File: src/rtl/cpu_types_pkg.sv
`default_nettype none
// ============================================================================
// cpu_types_pkg : shared CPU word and RAM handshake types
// Revision 1.0 : initial release
// ============================================================================
package cpu_types_pkg;

    typedef logic [31:0] word_t;

    typedef enum logic [1:0] {
        FREE   = 2'd0,
        BUSY   = 2'd1,
        ACCESS = 2'd2,
        ERROR  = 2'd3
    } ramstate_t;

endpackage
`default_nettype wire

File: src/rtl/dp_types_pkg.sv
`default_nettype none
// ============================================================================
// dp_types_pkg : datapath-side types (memory arbiter state)
// Revision 1.0 : initial release
// ============================================================================
package dp_types_pkg;

    typedef enum logic [1:0] {
        IDLE = 2'd0,
        DATA = 2'd1,
        INST = 2'd2
    } arb_state_t;

endpackage
`default_nettype wire

File: src/rtl/mem_request_arbiter.sv
`default_nettype none
// ============================================================================
// mem_request_arbiter : single-ported RAM arbiter, data over instruction with
//                       a bounded data streak so fetch cannot starve.
// Revision 1.0 : initial release
// ============================================================================
module mem_request_arbiter
    import cpu_types_pkg::*, dp_types_pkg::*;
#(
    parameter int STARVE_LIMIT = 4
) (
    input  logic        CLK,
    input  logic        nRST,
    input  logic        iREN,
    input  logic [31:0] iaddr,
    output logic        iwait,
    output logic [31:0] iload,
    input  logic        dREN,
    input  logic        dWEN,
    input  logic [31:0] daddr,
    input  logic [31:0] dstore,
    output logic        dwait,
    output logic [31:0] dload,
    output logic        ramREN,
    output logic        ramWEN,
    output logic [31:0] ramaddr,
    output logic [31:0] ramstore,
    input  logic [31:0] ramload,
    input  logic [1:0]  ramstate,
    output logic        memerr
);

    localparam int SW = (STARVE_LIMIT < 1) ? 1 : $clog2(STARVE_LIMIT + 1);
    localparam logic [SW-1:0] LIMIT = SW'(STARVE_LIMIT);

    ramstate_t     rs;
    arb_state_t    state_q, state_d, arb_pick;
    logic [SW-1:0] streak_q, streak_d;
    logic          memerr_q, memerr_d;
    logic          dreq, data_done, inst_done;

    assign rs   = ramstate_t'(ramstate);
    assign dreq = dREN | dWEN;

    always_comb begin
        data_done = (state_q == DATA) && (rs == ACCESS);
        inst_done = (state_q == INST) && (rs == ACCESS);

        streak_d = streak_q;
        if (!iREN || inst_done) begin
            streak_d = '0;
        end else if (data_done && (streak_q != LIMIT)) begin
            streak_d = streak_q + SW'(1);
        end

        // Arbitration sees the post-completion streak so the limit is exact.
        if (dreq && !(iREN && (streak_d == LIMIT))) begin
            arb_pick = DATA;
        end else if (iREN) begin
            arb_pick = INST;
        end else begin
            arb_pick = IDLE;
        end

        state_d = state_q;
        case (state_q)
            IDLE: state_d = arb_pick;
            DATA: begin
                if (data_done) begin
                    state_d = arb_pick;
                end else if (!dreq) begin
                    state_d = IDLE;
                end
            end
            INST: begin
                if (inst_done) begin
                    state_d = arb_pick;
                end else if (!iREN) begin
                    state_d = IDLE;
                end
            end
            default: state_d = IDLE;
        endcase

        memerr_d = memerr_q;
        if (((state_q == DATA) || (state_q == INST)) && (rs == ERROR)) begin
            memerr_d = 1'b1;
        end
    end

    always_ff @(posedge CLK or negedge nRST) begin
        if (!nRST) begin
            state_q  <= IDLE;
            streak_q <= '0;
            memerr_q <= 1'b0;
        end else begin
            state_q  <= state_d;
            streak_q <= streak_d;
            memerr_q <= memerr_d;
        end
    end

    // RAM side and waits follow the current grant combinationally.
    always_comb begin
        ramREN   = 1'b0;
        ramWEN   = 1'b0;
        ramaddr  = '0;
        ramstore = '0;
        iwait    = 1'b1;
        iload    = '0;
        dwait    = 1'b1;
        dload    = '0;
        case (state_q)
            DATA: begin
                ramaddr  = daddr;
                ramstore = dstore;
                ramWEN   = dWEN;
                ramREN   = dREN & ~dWEN;
                if (data_done) begin
                    dwait = 1'b0;
                    dload = ramload;
                end
            end
            INST: begin
                ramaddr = iaddr;
                ramREN  = iREN;
                if (inst_done) begin
                    iwait = 1'b0;
                    iload = ramload;
                end
            end
            default: ;
        endcase
    end

    assign memerr = memerr_q;

endmodule
`default_nettype wire

File: config.mk
export PLATFORM = sky130hd
export DESIGN_NAME = mem_request_arbiter
export DESIGN_NICKNAME = d
export VERILOG_FILES = /design/src/rtl/cpu_types_pkg.sv /design/src/rtl/dp_types_pkg.sv /design/src/rtl/mem_request_arbiter.sv
export SDC_FILE = /design/constraint.sdc
export NUM_CORES = 1
export LEC_CHECK = 0
export ABC_CLOCK_PERIOD_IN_PS = 1900
export BUFFER_PORTS_ARGS = -buffer_cell sky130_fd_sc_hd__clkbuf_2
export CORE_AREA = 2 2 104 106
export CTS_BUF_LIST = sky130_fd_sc_hd__clkbuf_2
export CTS_CLUSTER_SIZE = 14
export DETAILED_ROUTE_END_ITERATION = 7
export DIE_AREA = 0 0 106 108
export PLACE_DENSITY = 0.63
export SLEW_MARGIN = 20
export SYNTH_ARGS = -nofsm -noshare
export SYNTH_HDL_FRONTEND = slang
export SYNTH_SLANG_ARGS = --single-unit
File: constraint.sdc
create_clock -name CLK -period 1.9 [get_ports CLK]
set_input_delay 0.57 -clock CLK [delete_from_list [all_inputs] [get_ports CLK]]
set_output_delay 0.57 -clock CLK [all_outputs]
set_load 0.03 [all_outputs]
==> flow_metrics.tcl <==
set metrics [dict create \
    maxCapViolCount 0 \
    start_util_pct 15.9 \
    gr-total-overflow 0 \
    ys.flop_type "dfrtp_1" \
    firstDrtPassIters 4 \
    total_power_mw 5.08 \
    p_sw_mw 2.31 \
    hpwl_mm 6.66 \
    layoutNonFillerInstCount 660 \
    vias 2975 \
    whs_ns 0.153 \
    end_kind "output port" \
    p_comb_share_pct 94.7 \
    p_seq_share_pct 3.4 \
    antenna_found_initial 0 \
    htreeDepth 1 \
    die-area_um2 11400 \
    antennaDiodeCount 0 \
    vdd_ir_drop_max_mv 0.799 \
    reg2reg_slack_ns -0.11 \
    grt_pass1_vias 3163 \
    synth-seq-cells 6 \
    relSlewSlack_pct 79.6 \
    rsz0062_at_grt "yes" \
    clock_skew_ns 0.0110 \
    die_h_um 108 \
    start_kind "flip-flop" \
    crit_path_max_fanout 35 \
    first_iter_violations 89 \
    grt_max_degree 36 \
    drc 0 \
    area_growth_pct 229 \
    synth.distinct_cells 33 \
    synthesis.nets 380 \
    synthCells 239 \
    clkTransAtPathRegs_ns 0.07 \
    cts_tree "built" \
    drive_gt1_share_pct 89.7 \
    crit_type "flip-flop to output port" \
    status "finished with violations" \
    hold_path_class "input port to async pin" \
    grt_use_total_pct 17.4 \
    final_area_um2 5370 \
    fin_crit_sh_pct 118 \
    cts_sinks 6 \
    power_leakage_nw 2.64 \
    violations "setup timing" \
    synth_edf_count 0 \
    avgRoutedWirePerCell_um 17.3 \
    yosysSeqAreaShare_pct 9.20 \
    yosysWarnings 0 \
    place_congestion 0.725 \
    period_needed_ns 2.24 \
    setup_slack_ns -0.339 \
    postLayoutCoreUtil_pct 52.5 \
    ioPinCount 268 \
    setup_violations 134 \
    clock_latency_ns 0.23 \
    p_int_mw 2.77 \
    arrival_ns 1.67 \
    power_density_nw_per_um2 945 \
    synthesis.area_um2 1630 \
    postCtsHoldBufs 0 \
    placed_area_um2 3500 \
    ant_nets 0 \
    core_area_um2 10200 \
    port_buffers 267 \
    finalHoldViolCount 0 \
    p_sw_share_pct 45.4 \
    async_flop_share_pct 100 \
    critPathRequiredTime_ns 1.33 \
    fmax_mhz 447 \
    dp.cells 631 \
    drv_slew 0 \
    die_x_um 106 \
    drt_wl_total_mm 11.4 \
    worst_pin_slew_ns 0.303 \
    avgSynthCellArea_um2 6.83 \
    rows 37 \
    grt_pass1_wl_mm 16.1 \
    finalNetCount 667 \
    viasPerCell 4.51 \
    p_clk_share_pct 1.8 \
    root_buffer "clkbuf_2" \
    clock_path_buffers 2 \
    cts_buffers 3 \
]
## flip-flops by register name (all words and copies together) (netlist names)
| name | cells |
|---|---|
| memerr | 1 |
| streak_q | 3 |
| state_q | 2 |
## through the flow
step                      setup WS (ns)  TNS, ns
after floorplan                 -0.0267    -1.43
after global placement           -0.177   -11.22
after detailed placement         -0.184   -13.66
after CTS                        -0.354   -37.17
after global routing             -0.411   -45.34
final                            -0.339   -36.24
## routing by layer
metal	share of wire (%)	wire, µm	vias up	GRT usage (%)
met5	0	0	-	0
met4	1.0	114	0	3.48
met3	6.6	753	9	2.41
met2	55	6240	169	35.9
met1	38	4330	1401	18.6
li1	-	-	1396	-
## cell usage in the layout (no fill, tap or decap), types with 5 or more instances in the layout
cell type	count
nor2b_2	25
nor2b_4	8
clkbuf_8	53
clkbuf_2	138
and2_4	58
buf_16	9
and3_2	27
buf_8	65
clkbuf_4	9
buf_4	17
and2_2	7
a22oi_2	15
dfrtp_1	5
buf_6	6
buf_12	10
a22oi_1	17
## final timing paths
path                                  from           to  cells after the start
worst max-delay path            state_q[0]  ramaddr[26]                      6
worst min-delay path                  nRST       memerr                      1
worst max register to register  state_q[0]   state_q[0]                      9
worst min register to register      memerr       memerr                      1
max in group asynchronous             nRST   state_q[0]                      1
min in group CLK                    memerr       memerr                      1
## synthesized netlist by cell type (2+ instances only)
library cell  number  area share [%]
a211oi_1           2            0.92
inv_1              6             1.4
dfrtp_1            6             9.2
and3_1            33              13
buf_1              2            0.46
nand2_1            6             1.4
ha_1               6             4.6
a21oi_1            3            0.92
buf_2              4             1.2
a22oi_1           32              15
nor2_1             3            0.69
buf_6              2             1.4
and2_1            65              25
nor2b_1           33              13
clkbuf_1          18             4.1
## cells by family after synthesis
group / share of synthesized area [%]
AOI/OAI and AO/OA: 20.4
xor gates and xnor gates: 0.537
buffers and inverters: 8.59
and+or+nand+nor: 56.0
DFF: 9.20
adders and majority gates: 4.60
muxes: 0.690
## repair_timing
item	in CTS	in global routing
cloned	10	5
resized for setup	308	88
setup buffers	10	2
setup endpoints to repair	133	135
pin swaps	11	13
## critical path, stage by stage (launching register included)
cell,delay (ns)
dfrtp_2,0.45
ha_4,0.19
buf_12,0.13
buf_16,0.16
a22oi_1,0.23
nor2b_2,0.07
clkbuf_4,0.18
## area by class of cell
type                       count  area (µm²)
timing repair buffer         308        3200
tap                          136         170
fill                         880        4860
clock buffer                   3        15.0
sequential                     6         151
inverter                       6        26.3
multi-input combinational    201        1810
## power by group through the flow
stage | Combinational, mW | Clock (mW) | Sequential (mW)
final | 4.81 | 0.0928 | 0.174
after global routing | 5.06 | 0.105 | 0.176
after CTS | 4.34 | 0.0976 | 0.171
after detailed placement | 2.88 | 0 | 0.168
after global placement | 2.83 | 0 | 0.167
after floorplan | 2.12 | 0 | 0.166
No activity file was read; power rests on OpenSTA's default activity.
